`src/rtl/divider_4bit_reconstructor.sv`:
```
// ---------------------------------------------------------------------------
// divider_4bit_reconstructor
//
// Purpose:
//   Rebuilds a dividend from a divider's quotient/divisor/remainder triple,
//   dividend = quotient * divisor + remainder. A shift-and-add multiplier
//   handles one quotient bit per clock, LSB first. The block also flags
//   triples that no correct divider could produce (remainder >= divisor with
//   a non-zero divisor). A zero divisor follows the divider's convention:
//   the result is just the remainder.
//
// Ports:
//   clk        in   rising-edge clock
//   rst        in   synchronous, active-high reset
//   start      in   request, sampled only while idle
//   quotient   in   WIDTH-bit quotient operand
//   divisor    in   WIDTH-bit divisor operand
//   remainder  in   WIDTH-bit remainder operand
//   busy       out  high while an operation is in progress
//   done       out  one-cycle pulse, dividend/rem_err just updated
//   dividend   out  2*WIDTH-bit reconstructed dividend, held between ops
//   rem_err    out  remainder inconsistent with divisor, updated with dividend
// ---------------------------------------------------------------------------
module divider_4bit_reconstructor #(
    parameter int WIDTH = 4
) (
    input  logic                 clk,
    input  logic                 rst,
    input  logic                 start,
    input  logic [WIDTH-1:0]     quotient,
    input  logic [WIDTH-1:0]     divisor,
    input  logic [WIDTH-1:0]     remainder,
    output logic                 busy,
    output logic                 done,
    output logic [2*WIDTH-1:0]   dividend,
    output logic                 rem_err
);

    localparam int CW = (WIDTH > 1) ? $clog2(WIDTH) : 1;

    typedef enum logic {
        S_IDLE = 1'b0,
        S_MUL  = 1'b1
    } state_t;

    state_t               r_state;
    state_t               w_state_next;
    logic                 w_accept;
    logic                 w_last;

    logic [WIDTH-1:0]     r_q;          // quotient, shifted right each step
    logic [2*WIDTH-1:0]   r_d;          // divisor << k, shifted left each step
    logic [2*WIDTH-1:0]   r_acc;
    logic [CW-1:0]        r_cnt;
    logic                 r_err_pend;
    logic                 r_busy;
    logic                 r_done;
    logic [2*WIDTH-1:0]   r_dividend;
    logic                 r_rem_err;

    logic [2*WIDTH-1:0]   w_addend;
    logic [2*WIDTH-1:0]   w_acc_sum;

    // Partial product for the current quotient bit. The sum cannot overflow
    // 2*WIDTH bits: (2^W-1)^2 + (2^W-1) < 2^(2W).
    assign w_addend  = r_q[0] ? r_d : '0;
    assign w_acc_sum = r_acc + w_addend;

    always_ff @(posedge clk) begin
        if (rst) begin
            r_state <= S_IDLE;
        end else begin
            r_state <= w_state_next;
        end
    end

    always_comb begin
        w_state_next = r_state;
        w_accept     = 1'b0;
        w_last       = 1'b0;
        case (r_state)
            S_IDLE: begin
                if (start) begin
                    w_accept     = 1'b1;
                    w_state_next = S_MUL;
                end
            end
            S_MUL: begin
                if (r_cnt == CW'(WIDTH - 1)) begin
                    w_last       = 1'b1;
                    w_state_next = S_IDLE;
                end
            end
            default: w_state_next = S_IDLE;
        endcase
    end

    always_ff @(posedge clk) begin
        if (rst) begin
            r_q        <= '0;
            r_d        <= '0;
            r_acc      <= '0;
            r_cnt      <= '0;
            r_err_pend <= 1'b0;
            r_busy     <= 1'b0;
            r_done     <= 1'b0;
            r_dividend <= '0;
            r_rem_err  <= 1'b0;
        end else begin
            r_done <= 1'b0;
            if (w_accept) begin
                // Operands are captured here; later input changes are ignored.
                r_q        <= quotient;
                r_d        <= {{WIDTH{1'b0}}, divisor};
                r_acc      <= {{WIDTH{1'b0}}, remainder};
                r_cnt      <= '0;
                r_err_pend <= (divisor != '0) && (remainder >= divisor);
                r_busy     <= 1'b1;
            end else if (r_state == S_MUL) begin
                r_acc <= w_acc_sum;
                r_q   <= r_q >> 1;
                r_d   <= r_d << 1;
                r_cnt <= r_cnt + 1'b1;
                if (w_last) begin
                    // Publish the final sum directly; r_acc is not yet updated.
                    r_dividend <= w_acc_sum;
                    r_rem_err  <= r_err_pend;
                    r_done     <= 1'b1;
                    r_busy     <= 1'b0;
                end
            end
        end
    end

    assign busy     = r_busy;
    assign done     = r_done;
    assign dividend = r_dividend;
    assign rem_err  = r_rem_err;

endmodule

```
`config.mk`:
```
export PLATFORM = sky130hd
export DESIGN_NAME = divider_4bit_reconstructor
export DESIGN_NICKNAME = d
export VERILOG_FILES = /design/src/rtl/divider_4bit_reconstructor.sv
export SDC_FILE = /design/constraint.sdc
export NUM_CORES = 1
export LEC_CHECK = 0
export CAP_MARGIN = 30
export CORE_UTILIZATION = 30
export CTS_BUF_LIST = sky130_fd_sc_hd__clkbuf_16
export DETAILED_ROUTE_END_ITERATION = 12
export GPL_TIMING_DRIVEN = 0
export SLEW_MARGIN = 40
export SYNTH_ARGS = -nofsm -noshare
export SYNTH_HDL_FRONTEND = slang
export SYNTH_SLANG_ARGS = --single-unit
```
`constraint.sdc`:
```
create_clock -name clk -period 1.7 [get_ports clk]
set_input_delay 0.425 -clock clk [delete_from_list [all_inputs] [get_ports clk]]
set_output_delay 0.425 -clock clk [all_outputs]
set_load 0.03 [all_outputs]
```
Word-level counts from Yosys, hierarchy flattened
Cells that the tools add are included.

Bits of input ports: 15. Output and inout bits: 11. Word-level logic and storage cells: 43. Latch bits: 0. Bits in registers: 35. Memories kept: 0. Bits in writable memories: 0. Bits in read-only memories: 0.

$mul: 0. Equal/unequal tests: 1. Reduce and logical (&&, ||, !) cells: 8. Mux-type cells: 17. Magnitude comparators: 1. Div/mod/pow operators: 0. Shift operators: 0. Bitwise gates (word level): 2. $add $sub $neg: 2.

Operator list (count): two-way mux 4 bit (6); two-way mux 1 bit (9); adder 8 bit (1); two-way mux 8 bit (1); greater-or-equal comparator 4 bit (1); nonzero test 2 bit (2); nonzero test 4 bit (1); AND reduction 3 bit (1); OR reduction 3 bit (1); adder 2 x 1 -> 2 bit (second input constant) (1); == test 2 bit (second input constant) (1); inverter 1 bit (2); case mux 1 bit (2 select lines) (1); AND reduction 2 bit (1); OR reduction 2 bit (1); logical AND 1 bit (1).

Logic depth before layout (Yosys ltp)
Depth after elaboration: 6. Gate-level depth with buffers: 9. Depth with buffers taken out: 9.

Worst setup path after synthesis
No wires, ideal clock.

Path type: register to register. Start: reg r_q[0]. End: reg r_acc[6]. Slack: -0.160 ns. Setup time: 0.062 ns. Cell stages (with the launch flop): 10. Arrival time: 1.798 ns. Data required time: 1.638 ns. Path buffers: 0. Clock period less this slack: 1.860 ns. Path through: dfxtp_1 and2_1 ha_1 inv_1 fa_1 nor2b_1 o21ai_0 a21oi_1 or4_1 nand3_1.

Word-level cells in the longest chain between the ends: 2.

Ends and longest elaborated chain: from (decl) (RTL line 51) `logic [WIDTH-1:0] r_q;`; from (signal assigned) (RTL line 113) `r_q <= quotient;`; from (signal assigned) (RTL line 121) `r_q <= r_q >> 1;`; two-way mux 8 bit (RTL line 66) `assign w_addend = r_q[0] ? r_d : '0;`; adder 8 bit (RTL line 67) `assign w_acc_sum = r_acc + w_addend;`; to (signal assigned) (RTL line 115) `r_acc <= {{WIDTH{1'b0}}, remainder};`; to (signal assigned) (RTL line 120) `r_acc <= w_acc_sum;`; to (decl) (RTL line 53) `logic [2*WIDTH-1:0] r_acc;`.

No other way between the ends. A chain may end at the register's enable or synchronous reset.

Final worst setup path
Ends and elaborated chain as after synthesis.

==> flow_summary.toml <==
[status]
status = "finished with violations"
violations = "setup timing"

[worst_setup_path]
crit_fanout = 6
end_kind = "flip-flop"
start_kind = "flip-flop"
critPathKind = "reg -> reg"
r2r_slack_ns = -0.15
endpoint = "r_acc[6]$_SDFFE_PP0P_"
startpoint = "r_q[0]$_SDFFE_PP0P_"
r2r-end = "r_acc[6]$_SDFFE_PP0P_"
cp.arrival_ns = 2.06
required_ns = 1.92
path_buf_inv = 0
cp.depth = 6
rr_startpoint = "r_q[0]$_SDFFE_PP0P_"
cpPeakStageDelay_ns = 0.47
crit_chain = "and2_1 > ha_1 > o21ai_0 > a21oi_2 > or4_1 > nand3_1"
rr_worst_depth = 6
critPathSlowestCell = "or4_1"
cpLargestDelayFamily = "simple AND/OR/NAND/NOR gates"

[timing]
period_minus_slack_ns = 1.85
setup_viol_count_final = 7
fin_ws_ns = -0.145
fmax_mhz = 542
fin_tns_setup_ns = -0.443
hold_violations = 0
finalCritPeriodShare_pct = 109
drv_slew = 0
skew_ns = 0.00576
worst_slew_pin_slew_ns = 0.565
max_slew_margin_pct = 62.4
holdWs_ns = 0.453
rsz0062_at_grt = "true"

[min_path]
hold_class = "reg -> reg"
min_from = "dividend[0]$_SDFFE_PP0P_"

[cells_and_area]
antenna_cells = 0
postLayoutCellArea_um2 = 2530
final_util_pct = 42.4
final_cell_mix = "dfxtp_1, nor2_1, mux2i_1, a21oi_1, nand2_1"
final_nets = 281
final_common_cell = "dfxtp_1"
final_cells = 328
area_delta_synth_final_pct = 36.4
drive_gt1_share_pct = 18.2

[clock_tree]
htreeDepth = 2
cts_buffers = 5
cts_sinks = 35
ctsRootBufferMaster = "clkbuf_16"
path_clk_slew_ns = 0.06
cts_tree = "built"
clock_latency_ns = 0.28
postCtsHoldBufs = 0
cts_max_path_buffers = 2

[floorplanning]
die_w_um = 80.6
coreArea_um2 = 5960
io_pins = 26
start_util_pct = 31.1
die_h_um = 80.6
die_area_um2 = 6490
rows = 28

[global_routing]
overflow = 0
grt_pass1_wl_mm = 7.11
grt_start_max_net_pins = 11
antenna_found_initial = 0
grt_use_total_pct = 14.8
grt_pass1_vias = 1498

[logic_synthesis]
synth_nets = 245
ys_seq_elements = 35
ys_types = 39
ys_seq_area_share_pct = 37.8
synth_warnings = 0
synth_area_per_cell_um2 = 8.54
synth.cell_area_um2 = 1850
postSynthCellCount = 217

[detailed_routing]
drc = 0
wl_per_cell_um = 13.5
avgViaCountPerCell = 4.81
ant_nets = 0
routed-via-count = 1577
routed_wl_mm = 4.42
drt_iter0_drc = 78
firstDrtPassIters = 4

[placement]
dp_cells = 316
place_area_um2 = 2210
place_congestion = 0.773
hpwl_mm = 3.10
pre_cts_slack_ns = -0.403
port-buffer-count = 24

[power_and_ir_drop]
ir_drop_v = 0.000552
power.density_nw_per_um2 = 783
total_power_mw = 1.98
p_leak_nw = 1.12

[job]
cap_violations = 0
[where the power goes]
part | switching (mW) | internal [mW]
combinational | 0.134 | 0.123
sequential | 0.0206 | 0.850
clock | 0.327 | 0.526
[worst reg2reg max path, cell delays in order (launching register included)]
cell and delay [ns]:
dfxtp_4 0.36, and2_1 0.18, ha_1 0.36, o21ai_0 0.25, a21oi_2 0.08, or4_1 0.47, nand3_1 0.08
[cell type report]
cell class,count,area (µm²)
Buffer,13,73.8
Clock buffer,5,125
Clock inverter,2,8.76
Fill cell,610,3430
Inverter,8,30.0
Multi-Input combinational cell,161,1200
Sequential cell,35,706
Tap cell,75,93.8
Timing Repair Buffer,29,289
[routing by layer]
layer | vias to the layer above | GRT usage, % | part of all wire, %
li1 | 824 | - | -
met1 | 721 | 19.9 | 51
met2 | 25 | 22.3 | 44
met3 | 7 | 4.09 | 3.5
met4 | 0 | 5.89 | 1.4
met5 | - | 0 | 0
[Yosys cell counts (all sizes together)]
| cell type | number | share of area [%] |
|---|---|---|
| dfxtp | 35 | 38 |
| nor2 | 29 | 5.9 |
| a21oi | 19 | 5.1 |
| nand2 | 16 | 3.2 |
| mux2i | 15 | 8.1 |
| ha | 12 | 8.1 |
| and2 | 9 | 3.0 |
| o21ai | 9 | 2.4 |
| a211oi | 8 | 3.2 |
| inv | 8 | 1.6 |
| buf | 7 | 2.6 |
| clkbuf | 6 | 1.2 |
| nor2b | 6 | 2.4 |
| nor3 | 5 | 1.4 |
| nand3 | 4 | 1.1 |
| nand2b | 3 | 1.0 |
| nand3b | 3 | 1.2 |
| xnor2 | 3 | 1.4 |
| xor2 | 3 | 1.4 |
| a31oi | 2 | 0.68 |
| o311ai | 2 | 0.95 |
| or4 | 2 | 0.81 |
| and2b | 1 | 0.41 |
| and3 | 1 | 0.34 |
| and3b | 1 | 0.47 |
| fa | 1 | 1.1 |
| nand4b | 1 | 0.47 |
| nor3b | 1 | 0.41 |
| nor4b | 1 | 0.47 |
| o2111ai | 1 | 0.47 |
| o21bai | 1 | 0.41 |
| o31ai | 1 | 0.41 |
| or2 | 1 | 0.34 |
[registers in the layout (all words and copies together) (netlist names)]
signal and flops:
r_cnt 2, r_state 1, r_err_pend 1, r_q 4, done 1, rem_err 1
busy 1, r_d 8, dividend 8, r_acc 8
[how the worst min path moves through the flow]
| stage | endpoint | slack (ns) | cells past startpoint |
|---|---|---|---|
| floorplan | rem_err$_SDFFE_PP0P_ | 0.43 | 2 |
| global placement | dividend[0]$_SDFFE_PP0P_ | 0.45 | 2 |
| detailed placement | dividend[0]$_SDFFE_PP0P_ | 0.45 | 2 |
| CTS | dividend[0]$_SDFFE_PP0P_ | 0.46 | 2 |
| global route | rem_err$_SDFFE_PP0P_ | 0.48 | 2 |
| finish | dividend[0]$_SDFFE_PP0P_ | 0.45 | 2 |
[logic make-up after synthesis]
kind of cell	Yosys count	share of synthesized area [%]
AND/OR/NAND/NOR	84	23.0
AO/OA/AOI/OAI	43	13.7
XOR/XNOR	6	2.84
adder cells (fa/ha/maj)	13	9.18
buffers and inverters	21	5.40
multiplexers	15	8.10
flip-flops	35	37.8
[timing repair]
| item | 4_1_cts | 5_1_grt |
|---|---|---|
| pin swaps | 6 | 12 |
| setup endpoints to repair | 22 | 21 |
| hold endpoints to repair | 0 | 0 |
| cloned | 0 | 0 |
| resized for setup | 18 | 27 |
| buffers inserted | 2 | 3 |
Power figures use the tool's default switching activity.
